File: config.mk
export PLATFORM = sky130hd
export DESIGN_NAME = mem_mp
export DESIGN_NICKNAME = d
export VERILOG_FILES = /design/src/rtl/mem_mp.sv
export SDC_FILE = /design/constraint.sdc
export NUM_CORES = 2
export LEC_CHECK = 0
export CORE_MARGIN = 2
export CORE_UTILIZATION = 35
export CTS_BUF_LIST = sky130_fd_sc_hd__clkbuf_16
export CTS_CLUSTER_DIAMETER = 120
export DETAILED_ROUTE_END_ITERATION = 10
export REMOVE_ABC_BUFFERS = 1
export SYNTH_ARGS = -nofsm -noshare
export SYNTH_HDL_FRONTEND = slang
export SYNTH_SLANG_ARGS = --single-unit
File: constraint.sdc
create_clock -name clock -period 3.48 [get_ports clock]
set_clock_uncertainty 0.1 [all_clocks]
set_input_delay 0.87 -clock clock [delete_from_list [all_inputs] [get_ports clock]]
set_output_delay 0.87 -clock clock [all_outputs]
set_load 0.005 [all_outputs]
File: src/rtl/mem_mp.sv
// Multi-ported register-file memory with per-entry valid bits, byte enables,
// optional write-to-read forwarding and optional registered read outputs.
module mem_mp #(
    parameter int WIDTH        = 32,
    parameter int DEPTH        = 32,
    parameter int READ_PORTS   = 2,
    parameter int WRITE_PORTS  = 2,
    parameter int READ_LATENCY = 0,
    parameter int BYPASS_EN    = 0,
    localparam int AW          = (DEPTH > 1) ? $clog2(DEPTH) : 1,
    localparam int BL          = WIDTH / 8
) (
    input  logic                                   clock,
    input  logic                                   reset,
    input  logic                                   clear,
    input  logic [READ_PORTS-1:0]                  re,
    input  logic [READ_PORTS-1:0][AW-1:0]          raddr,
    output logic [READ_PORTS-1:0][WIDTH-1:0]       rdata,
    output logic [READ_PORTS-1:0]                  rvalid,
    input  logic [WRITE_PORTS-1:0]                 we,
    input  logic [WRITE_PORTS-1:0][AW-1:0]         waddr,
    input  logic [WRITE_PORTS-1:0][WIDTH-1:0]      wdata,
    input  logic [WRITE_PORTS-1:0][BL-1:0]         wbe
);

    localparam logic [AW:0] DEPTH_W = (AW+1)'(DEPTH);

    logic [WIDTH-1:0]                  r_mem [DEPTH];
    logic [DEPTH-1:0]                  r_valid;
    logic [WRITE_PORTS-1:0]            w_wok;
    logic [READ_PORTS-1:0][WIDTH-1:0]  w_ldata;
    logic [READ_PORTS-1:0]             w_lvalid;

    function automatic logic in_range(input logic [AW-1:0] a);
        return ({1'b0, a} < DEPTH_W);
    endfunction

    always_comb begin
        w_wok = '0;
        for (int unsigned p = 0; p < WRITE_PORTS; p++) begin
            w_wok[p] = we[p] && in_range(waddr[p]);
        end
    end

    // Forwarding walks write ports in ascending order so the highest port wins per byte.
    always_comb begin
        w_ldata  = '0;
        w_lvalid = '0;
        for (int unsigned i = 0; i < READ_PORTS; i++) begin
            if (in_range(raddr[i])) begin
                w_ldata[i]  = r_mem[raddr[i]];
                w_lvalid[i] = r_valid[raddr[i]];
                if (BYPASS_EN != 0) begin
                    for (int unsigned p = 0; p < WRITE_PORTS; p++) begin
                        if (w_wok[p] && (waddr[p] == raddr[i])) begin
                            w_lvalid[i] = 1'b1;
                            for (int unsigned b = 0; b < BL; b++) begin
                                if (wbe[p][b]) begin
                                    w_ldata[i][8*b +: 8] = wdata[p][8*b +: 8];
                                end
                            end
                        end
                    end
                end
            end
        end
    end

    // Clear is issued before the writes so same-cycle written entries end valid.
    always_ff @(posedge clock) begin
        if (reset) begin
            for (int unsigned a = 0; a < DEPTH; a++) begin
                r_mem[a] <= '0;
            end
            r_valid <= '0;
        end else begin
            if (clear) begin
                r_valid <= '0;
            end
            for (int unsigned p = 0; p < WRITE_PORTS; p++) begin
                if (w_wok[p]) begin
                    r_valid[waddr[p]] <= 1'b1;
                    for (int unsigned b = 0; b < BL; b++) begin
                        if (wbe[p][b]) begin
                            r_mem[waddr[p]][8*b +: 8] <= wdata[p][8*b +: 8];
                        end
                    end
                end
            end
        end
    end

    generate
        if (READ_LATENCY == 0) begin : g_comb
            always_comb begin
                rdata  = '0;
                rvalid = '0;
                for (int unsigned i = 0; i < READ_PORTS; i++) begin
                    if (re[i]) begin
                        rdata[i]  = w_ldata[i];
                        rvalid[i] = w_lvalid[i];
                    end
                end
            end
        end else begin : g_reg
            logic [READ_PORTS-1:0][WIDTH-1:0] r_rdata;
            logic [READ_PORTS-1:0]            r_rvalid;

            always_ff @(posedge clock) begin
                if (reset) begin
                    r_rdata  <= '0;
                    r_rvalid <= '0;
                end else begin
                    for (int unsigned i = 0; i < READ_PORTS; i++) begin
                        r_rdata[i]  <= re[i] ? w_ldata[i] : '0;
                        r_rvalid[i] <= re[i] & w_lvalid[i];
                    end
                end
            end

            assign rdata  = r_rdata;
            assign rvalid = r_rvalid;
        end
    endgenerate

endmodule

==> summary.txt <==
Global route
  – Largest net degree at the start of global routing: 47
  – First-pass GRT wire length: 387,000 um
  – Initial antenna violation count: 12
  – Congestion Overflow GR: 0
  – All-layer global routing usage: 29.1%
  – Vias in the first global route: 50,100

Timing
  – Hold slack: 395 ps
  – Slew margin rel.: 14.1%
  – Slew @ Worst Pin: 1280 ps
  – Min Tclk post-route: 3820 ps
  – Final Hold Vio Count: 0
  – Worst setup slack after layout: -337 ps
  – Final Max Tran Viols: 0
  – # setup viols final: 66
  – Fmax: 262 MHz
  – Tcrit/Tclk final: 110%
  – RSZ-0062 raised after global routing: yes

Hold path
  – Worst min path class: reg -> reg

Setup path
  – Req. time, crit path: 2510 ps
  – Crit path DAT: 2850 ps
  – Maximum fanout along the worst path: 6
  – Startpoint class of the critical path: input port
  – WS Path Type: in -> out
  – CP Capture Type: output port

Die
  – Die H: 430 um
  – CORE AREA: 180,000 um2
  – Ports: 165
  – Initial core utilization: 35.1%
  – Die area: 184,000 um2
  – Die X: 430 um
  – Std-Cell Rows: 156

Routing
  – Vias per cell: 6.85
  – Vias: 52,300
  – DRC: 0
  – WL/cell: 36.5 um
  – Initial drt markers: 7,711
  – Antenna Nets Post-Route: 0
  – Total Routed Length: 278,000 um
  – Drt pass-1 iters: 6

Synthesis
  – YS warnings: 0
  – Main area contributors after synthesis: edfxtp_1 (49%), mux4_2 (16%), a22o_1 (14%)
  – EDFF count, synth: 1,024
  – Synth Instances: 4,339
  – Top-area cell type share of the netlist area: 48.5%
  – Synth Cell Area: 63,400 um2
  – Yosys reg bits: 1,056
  – Cell variety after synth: 59
  – Most used flip-flop cell after synthesis: edfxtp_1
  – Async S/R FF share, synth: 0%
  – Post-synthesis sequential area ratio: 49.5%
  – Synthesized area per cell: 14.6 um2
  – Leading area contributor after synthesis: edfxtp_1

Place
  – Placed Cells: 7,246
  – Hpwl dp: 189,000 um
  – Port bufs: 164
  – Gpl congestion: 0.957

Clock network
  – Root Driver: clkbuf_16
  – H-tree depth: 3
  – Clock Pin Slew Worst Setup and Hold Paths: 60 ps
  – Clock Sink Count: 1,056
  – Hold_buf cts: 0
  – TritonCTS clock tree: built
  – Longest Clk Path Bufs: 3
  – CTS Buf Count: 119
  – Worst skew pair latency: 790 ps

Layout
  – Syn-to-layout area delta: 32.5%
  – Fillers: 15,700
  – Nets@finish: 5,250
  – FF/Latch Area: 31,400 um2
  – Layout cells sized above 1: 45.7%
  – Non-Filler Instances: 7,631
  – Multi-input gate area in the final layout: 32,700 um2

Power and ir drop
  – Internal power: 0.0250 W
  – Share of power burned in registers: 43.8%
  – Pwr Density: 411 nW/um2
  – Comb power frac: 18.4%
  – Clock share of power: 37.8%
  – Peak VDD IR: 387 uV
  – Net Sw Frac: 27.6%
  – NetSw: 0.00954 W
  – P_leak: 29.4 nW

Status
  – Status: finished with violations
  – Failing checks: negative setup slack

Flow run
  – MaxCap Viol Count: 0
==> power by group through the flow <==
stage | Sequential (W) | Clock, W | Combinational, W
after global placement | 0.0153 | 0 | 0.00520
after detailed placement | 0.0153 | 0 | 0.00523
after CTS | 0.0151 | 0.0131 | 0.00603
final | 0.0151 | 0.0130 | 0.00635
after global routing | 0.0151 | 0.0136 | 0.00646
after floorplan | 0.0151 | 0 | 0.00201
==> cells in the final DEF (no fill, tap or decap), types with 85 or more instances in the layout <==
cell type	n
mux2_4	88
buf_12	201
mux2i_1	132
nor2_1	86
buf_4	739
clkbuf_16	128
a22o_1	1024
mux4_2	462
edfxtp_1	1024
nor3_2	164
clkdlybuf4s50_1	85
==> sequential cells by signal, indices dropped and copies added (netlist names) <==
signal and flops:
r_valid 32, r_mem 1024
==> path summary, 6_finish.rpt <==
| check | startpoint | endpoint | slack (ps) | depth (start not counted) |
|---|---|---|---|---|
| hold reg to reg | r_valid[30] | r_valid[30] | 400 | 2 |
| setup / recovery | raddr[0] | rdata[12] | -340 | 9 |
| setup reg to reg | r_valid[0] | r_valid[0] | 2580 | 1 |
| hold / removal | r_valid[30] | r_valid[30] | 400 | 2 |
==> synthesized netlist by cell type (10+ instances only) <==
cell type / count
o2111ai_1: 19
mux2i_1: 132
edfxtp_1: 1024
mux4_2: 462
nor2_1: 90
nor3_2: 162
a31oi_1: 67
nor3_4: 29
a22oi_1: 78
buf_1: 22
nand2_1: 73
o221ai_1: 66
clkbuf_1: 351
a22o_1: 1024
or3_1: 61
nand2b_1: 16
buf_2: 140
a211o_1: 11
mux2_2: 132
a21oi_1: 14
and3_1: 16
buf_4: 21
dfxtp_1: 32
a32oi_1: 11
o21ai_0: 62
nor3_1: 28
a311o_1: 59
a221oi_1: 47
a211oi_2: 10
==> routing by layer <==
| layer | GRT usage [%] | up-vias | share of wire (%) |
|---|---|---|---|
| met1 | 38.3 | 26800 | 37 |
| met2 | 44.5 | 4096 | 45 |
| li1 | - | 20500 | - |
| met3 | 7.35 | 790 | 12 |
| met4 | 15.0 | 8 | 6.1 |
| met5 | 0 | - | 0.024 |
==> kinds of logic after synthesis <==
group / after synthesis / share of synthesized area [%]
AOI/OAI and AO/OA: 1481 / 19.8
buffers and inverters: 543 / 3.68
DFF: 1056 / 49.5
muxes: 726 / 20.8
and+or+nand+nor: 533 / 6.12
==> area by class of cell <==
type / instances / area share, %
Clock buffer: 123 / 3.66
Antenna cell: 7 / 0.0209
Clock inverter: 101 / 1.05
Sequential cell: 1056 / 37.4
Timing Repair Buffer: 1226 / 15.4
Inverter: 5 / 0.0313
Tap cell: 2370 / 3.53
Multi-Input combinational cell: 2743 / 38.9
==> worst max-delay path, stage by stage <==
cell and delay (ps):
buf_16 150, buf_4 160, buf_16 120, buf_4 130, mux4_2 490, mux2_4 300
o221ai_4 250, a31oi_1 120, buf_2 210
==> through the flow <==
step | total power, W | setup TNS, ps | util [%] | setup WS [ps] | cell area (um2)
floorplan | 0.0171 | -87630 | - | -297 | 61100
global placement | 0.0205 | -65980 | 41.4 | -963 | 74800
detailed placement | 0.0205 | -70790 | 41.4 | -991 | 74800
CTS | 0.0342 | -15950 | 46.1 | -352 | 83100
global route | 0.0351 | -17150 | 46.6 | -353 | 84000
finish | 0.0345 | -15740 | 46.6 | -337 | 84000
==> repair_timing <==
action	CTS	global route
cloned	25	5
resized for setup	794	155
endpoints found under the setup margin	66	66
setup buffers	116	43
pin swaps	94	57
Note: power is estimated with default switching activity, not from simulation.
